===== config.mk =====
export PLATFORM = sky130hd
export DESIGN_NAME = mlp_layer_sequencer
export DESIGN_NICKNAME = d
export VERILOG_FILES = /design/src/rtl/mlp_layer_sequencer.sv
export SDC_FILE = /design/constraint.sdc
export NUM_CORES = 2
export LEC_CHECK = 0
export ABC_AREA = 1
export CAP_MARGIN = 20
export CORE_ASPECT_RATIO = 0.8
export CORE_MARGIN = 5
export CORE_UTILIZATION = 55
export DETAILED_ROUTE_END_ITERATION = 8
export PLACE_DENSITY = 0.77
export REMOVE_ABC_BUFFERS = 1
export SLEW_MARGIN = 0
export SYNTH_ARGS = -nofsm -noshare
export SYNTH_HDL_FRONTEND = slang
export SYNTH_SLANG_ARGS = --single-unit

===== constraint.sdc =====
create_clock -name clk -period 19.5 [get_ports clk]
set_clock_uncertainty 0.15 [all_clocks]
set_input_delay 2.925 -clock clk [delete_from_list [all_inputs] [get_ports clk]]
set_output_delay 2.925 -clock clk [all_outputs]
set_load 0.05 [all_outputs]

===== src/rtl/mlp_layer_sequencer.sv =====
// mlp_layer_sequencer
//   Two-layer MLP inference sequencer (hidden ReLU layer, linear output
//   layer, argmax). Neurons are evaluated NUM_PU at a time. Each lane fetches
//   its bias and weights from an external memory with one cycle of read
//   latency.
//
//   Ports
//     clk      clock
//     rst      asynchronous, active-low reset
//     start    run request, accepted only in IDLE
//     data     input vector, element k at [k*N +: N]
//     w_rd_en  weight-memory read strobe
//     w_addr   weight-memory read address (0 when not reading)
//     w_data   weight-memory lanes, lane p at [p*N +: N], valid one cycle after w_rd_en
//     busy     run in progress
//     done     one-cycle completion pulse
//     label    index of the largest output, held until the next done
//
//   Build option: define MLP_LAYER_SATURATE_EN to saturate neuron results to
//   N bits. When it is not defined, neuron results wrap to their low N bits.
module mlp_layer_sequencer #(
  parameter int N           = 8,
  parameter int FRAC        = 4,
  parameter int NUM_INPUTS  = 62,
  parameter int NUM_HIDDEN  = 30,
  parameter int NUM_OUTPUTS = 10,
  parameter int NUM_PU      = 8,
  parameter int AW          = 10
) (
  input  logic                              clk,
  input  logic                              rst,
  input  logic                              start,
  input  logic [NUM_INPUTS*N-1:0]           data,
  output logic                              w_rd_en,
  output logic [AW-1:0]                     w_addr,
  input  logic [NUM_PU*N-1:0]               w_data,
  output logic                              busy,
  output logic                              done,
  output logic [$clog2(NUM_OUTPUTS)-1:0]    label
);

  localparam int G1       = (NUM_HIDDEN + NUM_PU - 1) / NUM_PU;
  localparam int G2       = (NUM_OUTPUTS + NUM_PU - 1) / NUM_PU;
  localparam int GMAX     = (G1 > G2) ? G1 : G2;
  localparam int MAXK     = (NUM_INPUTS > NUM_HIDDEN) ? NUM_INPUTS : NUM_HIDDEN;
  localparam int ACC_W    = 2*N + $clog2(MAXK + 1) + 1;
  localparam int CW       = $clog2(MAXK + 3);
  localparam int GW       = $clog2(GMAX + 1);
  localparam int LW       = $clog2(NUM_OUTPUTS);
  localparam int OUT_BASE = G1 * (NUM_INPUTS + 1);

  typedef enum logic [2:0] {
    ST_IDLE,
    ST_HID,
    ST_OUT,
    ST_ARGMAX,
    ST_DONE
  } state_e;

  state_e                  state_q, state_d;
  logic [CW-1:0]           cnt_q, cnt_d;
  logic [GW-1:0]           grp_q, grp_d;
  logic [NUM_INPUTS*N-1:0] data_q, data_d;
  logic signed [ACC_W-1:0] acc_q [NUM_PU];
  logic signed [ACC_W-1:0] acc_d [NUM_PU];
  logic [N-1:0]            hid_q [NUM_HIDDEN];
  logic [N-1:0]            hid_d [NUM_HIDDEN];
  logic [N-1:0]            out_q [NUM_OUTPUTS];
  logic [N-1:0]            out_d [NUM_OUTPUTS];
  logic [LW-1:0]           scan_q, scan_d;
  logic [LW-1:0]           best_idx_q, best_idx_d;
  logic signed [N-1:0]     best_val_q, best_val_d;
  logic [LW-1:0]           label_q, label_d;

  logic [CW-1:0]           k_lim;
  logic                    grp_end;
  logic                    last_grp;
  logic signed [N-1:0]     op;
  logic signed [N-1:0]     lane;
  logic signed [2*N-1:0]   prod;

  function automatic logic [N-1:0] reduce_res(input logic signed [ACC_W-1:0] a);
    logic signed [ACC_W-1:0] s;
`ifdef MLP_LAYER_SATURATE_EN
    logic signed [ACC_W-1:0] sat_max;
    logic signed [ACC_W-1:0] sat_min;
    sat_max = ACC_W'((2**(N-1)) - 1);
    sat_min = ~sat_max;
    s = a >>> FRAC;
    if (s > sat_max) s = sat_max;
    else if (s < sat_min) s = sat_min;
`else
    s = a >>> FRAC;
`endif
    return N'(s);
  endfunction

  function automatic logic [N-1:0] relu(input logic [N-1:0] v);
    return v[N-1] ? '0 : v;
  endfunction

  // Group bookkeeping: cycles 0..K issue reads, K+1 takes the last product,
  // K+2 writes the lanes back.
  always_comb begin
    k_lim    = (state_q == ST_OUT) ? CW'(NUM_HIDDEN) : CW'(NUM_INPUTS);
    grp_end  = ((state_q == ST_HID) || (state_q == ST_OUT)) && (cnt_q == k_lim + CW'(2));
    last_grp = (state_q == ST_OUT) ? (grp_q == GW'(G2 - 1)) : (grp_q == GW'(G1 - 1));
  end

  // State register
  always_ff @(posedge clk or negedge rst) begin
    if (!rst) state_q <= ST_IDLE;
    else      state_q <= state_d;
  end

  // Next state
  always_comb begin
    state_d = state_q;
    case (state_q)
      ST_IDLE:   if (start) state_d = ST_HID;
      ST_HID:    if (grp_end && last_grp) state_d = ST_OUT;
      ST_OUT:    if (grp_end && last_grp) state_d = ST_ARGMAX;
      ST_ARGMAX: if (scan_q == LW'(NUM_OUTPUTS - 1)) state_d = ST_DONE;
      ST_DONE:   state_d = ST_IDLE;
      default:   state_d = ST_IDLE;
    endcase
  end

  // Outputs
  always_comb begin
    busy    = (state_q != ST_IDLE);
    done    = (state_q == ST_DONE);
    w_rd_en = 1'b0;
    w_addr  = '0;
    if (((state_q == ST_HID) || (state_q == ST_OUT)) && (cnt_q <= k_lim)) begin
      w_rd_en = 1'b1;
      if (state_q == ST_HID)
        w_addr = AW'(grp_q) * AW'(NUM_INPUTS + 1) + AW'(cnt_q);
      else
        w_addr = AW'(OUT_BASE) + AW'(grp_q) * AW'(NUM_HIDDEN + 1) + AW'(cnt_q);
    end
  end

  assign label = label_q;

  // Datapath
  always_comb begin
    cnt_d      = cnt_q;
    grp_d      = grp_q;
    data_d     = data_q;
    acc_d      = acc_q;
    hid_d      = hid_q;
    out_d      = out_q;
    scan_d     = scan_q;
    best_idx_d = best_idx_q;
    best_val_d = best_val_q;
    label_d    = label_q;
    op         = '0;
    lane       = '0;
    prod       = '0;

    // Weight read at offset c pairs with input c-1 and arrives at cycle c+1.
    if (state_q == ST_OUT) begin
      for (int unsigned k = 0; k < NUM_HIDDEN; k++)
        if (cnt_q == CW'(k + 2)) op = hid_q[k];
    end else begin
      for (int unsigned k = 0; k < NUM_INPUTS; k++)
        if (cnt_q == CW'(k + 2)) op = data_q[k*N +: N];
    end

    case (state_q)
      ST_IDLE: begin
        cnt_d  = '0;
        grp_d  = '0;
        scan_d = '0;
        if (start) data_d = data;
      end
      ST_HID, ST_OUT: begin
        cnt_d = grp_end ? '0 : cnt_q + CW'(1);
        if (grp_end) grp_d = last_grp ? '0 : grp_q + GW'(1);
        for (int unsigned p = 0; p < NUM_PU; p++) begin
          lane = w_data[p*N +: N];
          prod = lane * op;
          if (cnt_q == CW'(1))
            acc_d[p] = {{(ACC_W-N){lane[N-1]}}, lane} << FRAC;
          else if ((cnt_q >= CW'(2)) && (cnt_q <= k_lim + CW'(1)))
            acc_d[p] = acc_q[p] + {{(ACC_W-2*N){prod[2*N-1]}}, prod};
        end
        if (grp_end) begin
          if (state_q == ST_HID) begin
            for (int unsigned h = 0; h < NUM_HIDDEN; h++)
              if (grp_q == GW'(h / NUM_PU)) hid_d[h] = relu(reduce_res(acc_q[h % NUM_PU]));
          end else begin
            for (int unsigned o = 0; o < NUM_OUTPUTS; o++)
              if (grp_q == GW'(o / NUM_PU)) out_d[o] = reduce_res(acc_q[o % NUM_PU]);
          end
        end
      end
      ST_ARGMAX: begin
        scan_d = scan_q + LW'(1);
        if ((scan_q == '0) || ($signed(out_q[scan_q]) > best_val_q)) begin
          best_val_d = out_q[scan_q];
          best_idx_d = scan_q;
        end
        if (scan_q == LW'(NUM_OUTPUTS - 1)) label_d = best_idx_d;
      end
      default: scan_d = '0;
    endcase
  end

  always_ff @(posedge clk or negedge rst) begin
    if (!rst) begin
      cnt_q      <= '0;
      grp_q      <= '0;
      data_q     <= '0;
      acc_q      <= '{default: '0};
      hid_q      <= '{default: '0};
      out_q      <= '{default: '0};
      scan_q     <= '0;
      best_idx_q <= '0;
      best_val_q <= '0;
      label_q    <= '0;
    end else begin
      cnt_q      <= cnt_d;
      grp_q      <= grp_d;
      data_q     <= data_d;
      acc_q      <= acc_d;
      hid_q      <= hid_d;
      out_q      <= out_d;
      scan_q     <= scan_d;
      best_idx_q <= best_idx_d;
      best_val_q <= best_val_d;
      label_q    <= label_d;
    end
  end

endmodule


==> impl_metrics.json <==
{
  "fin_util_pct": 64.88,
  "ys_ff_latch": 915,
  "setup_viol": 0,
  "htree_levels": 3,
  "grt_usage_pct": 33.33,
  "finalCritPeriodShare_pct": 67.14,
  "syn2layout_area_growth_pct": 17.20,
  "grt_pass1_wl_um": 309700,
  "syn-cell-area_mm2": 0.06225,
  "cap_violations": 0,
  "post_synth.cell_area_avg_um2": 8.463,
  "path_class": "reg2reg",
  "cts_root_buf": "clkbuf_16",
  "port-buffer-count": 579,
  "period_minus_slack_ns": 13.09,
  "cts.path.max_buffers": 3,
  "regArea_mm2": 0.02290,
  "first_global_vias": 52990,
  "outcome": "finished clean",
  "cts-resized-gates": 0,
  "multiInputGateArea_mm2": 0.03394,
  "die_y_um": 310.9,
  "drc": 0,
  "synth_cell_types": 53,
  "cts.sinks": 915,
  "die-area_mm2": 0.1201,
  "post_cts_buffers": 0,
  "synth-edff-count": 0,
  "drive_gt1_share_pct": 10.45,
  "tightest_slew_ns": 1.101,
  "grt_start_max_net_pins": 177,
  "relSlewSlack_pct": 26.32,
  "ys.flop_type": "dfrtp_1",
  "slowest_stage": "inv_2",
  "antenna_found_initial": 76,
  "place.gp.congestion": 0.9579,
  "boundaryPins": 580,
  "synthCells": 7356,
  "arrival_ns": 13.52,
  "tritoncts": "done",
  "clkLatencyLatePin_ns": 0.72,
  "rsz0062_at_grt": "false",
  "cts_hold_buf": 0,
  "hold_class": "reg2reg",
  "num_rows": 110,
  "cpMostUsedCell": "nand2_1",
  "clk_pin_slew_ns": 0.06,
  "numCtsBuffers": 96,
  "drt_iter0_markers": 6206,
  "cpPeakStageDelay_ns": 0.73,
  "yosysWarnings": 0,
  "timing.final.hold_violations": 0,
  "postRouteAntennaNets": 0,
  "required_ns": 19.92,
  "nNetsFinal": 9008,
  "dr.pass1.iters": 6,
  "fmax_ghz": 0.07638,
  "avgRoutedWirePerCell_um": 21.49,
  "cp-start-kind": "register",
  "grt_overflow": 0,
  "yosysSeqAreaShare_pct": 36.78,
  "synthArstFlopShare_pct": 100.0,
  "routed_wl_um": 203500,
  "place_hpwl_um": 151300,
  "finalSetupTns_ns": 0,
  "initial_utilization_pct": 55.36,
  "critPathMaxFanout": 32,
  "fp.dieW_um": 386.1,
  "viasPerCell": 5.694,
  "critPathCaptureType": "register",
  "fillers": 9162,
  "drv_slew": 0,
  "vias": 53900,
  "core_area_mm2": 0.1124
}
## flip-flops by register name, indices dropped and copies added, names as in the netlist
register / cells
scan_q: 4
cnt_q: 7
grp_q: 3
out_q: 80
best_idx_q: 4
state_q: 3
acc_q: 96
hid_q: 210
label: 4
data_q: 496
best_val_q: 8
## path summary, 6_finish.rpt
kind / start / to / slack, ns / cells past startpoint
min reg2reg: hid_q[83]$_DFFE_PN0P_ / hid_q[83]$_DFFE_PN0P_ / 0.33 / 2
max reg2reg: cnt_q[6]$_DFFE_PN0P_ / acc_q[126]$_DFFE_PN0P_ / 6.41 / 94
max: cnt_q[6]$_DFFE_PN0P_ / acc_q[126]$_DFFE_PN0P_ / 6.41 / 94
min: hid_q[83]$_DFFE_PN0P_ / hid_q[83]$_DFFE_PN0P_ / 0.33 / 2
max in group asynchronous: rst / acc_q[10]$_DFFE_PN0P_ / 13.84 / 4
min in group asynchronous: rst / data_q[63]$_DFFE_PN0P_ / 2.13 / 1
## metal layers
metal	share of wire, %	track usage (%)	vias up
met5	0.024	0	-
met3	11	7.945	554
met1	40	46.06	26230
met2	44	49.61	2777
li1	-	-	24340
met4	5.2	16.06	8
## layout by cell type (no fill, tap or decap), types with 70 or more instances in the layout
cell type        instances
diode_2                 70
nor2_1                 694
clkdlybuf4s50_1        578
clkbuf_16               97
fa_1                   317
a21oi_1                382
mux2_2                 483
inv_1                 1095
ha_1                   323
xor2_1                  91
nand2_1               1532
o21ai_0                564
dfrtp_1                915
nand3_1                209
## logic make-up after synthesis
kind of cell,Yosys count,synth area share [%]
AOI/OAI and AO/OA,1145,9.989
xor gates and xnor gates,154,2.167
adders and majority gates,640,16.69
buffers and inverters,1426,8.817
DFF,915,36.78
muxes,483,8.737
and+or+nand+nor,2593,16.82
## critical path, delay by kind of cell, from the launching register on
kind / cells / cell delay (ns)
compound gates: 5 / 0.65
xor+xnor: 2 / 0.33
fa+ha+maj: 6 / 2.38
buf+inv: 6 / 1.42
flops: 1 / 0.55
simple gates: 75 / 7.42
## cell type report
class / instances / area share [%]
clock inverters: 46 / 1.012
repair buffers: 649 / 8.803
multi-input cells: 5015 / 46.51
diodes: 70 / 0.2401
inverters: 1128 / 5.812
well taps: 1512 / 2.593
flip-flops and latches: 915 / 31.38
clock buffers: 132 / 3.644
## metrics by stage
step	setup WS [ns]	std cells	instance area, um^2	hold WS [ns]
after floorplan	0.7337	7058	61000	0.2979
after detailed placement	6.668	9214	69290	0.3174
after global placement	6.820	9212	69260	0.3107
final	6.408	9467	72960	0.3338
after global routing	5.366	9456	72930	0.3448
after CTS	6.531	9392	72680	0.3330
## Yosys cell counts, types with 18 or more instances
cell / count / area (um^2)
nor3_1: 18 / 90.09
xor2_1: 91 / 797.0
nor2_1: 699 / 2624
ha_1: 323 / 4041
nand2_1: 1534 / 5758
mux2_2: 483 / 5439
o21ai_0: 564 / 2823
nand3_1: 212 / 1061
nand4_1: 24 / 150.1
fa_1: 317 / 6346
dfrtp_1: 915 / 22900
inv_1: 1098 / 4121
or2_2: 54 / 337.8
clkbuf_1: 238 / 893.4
o211ai_1: 63 / 473.0
xnor2_1: 63 / 551.8
a21oi_1: 382 / 1912
buf_2: 23 / 115.1
Power is not shown: default switching activity piles up to over one toggle a cycle in this logic, so the estimate is an artifact.
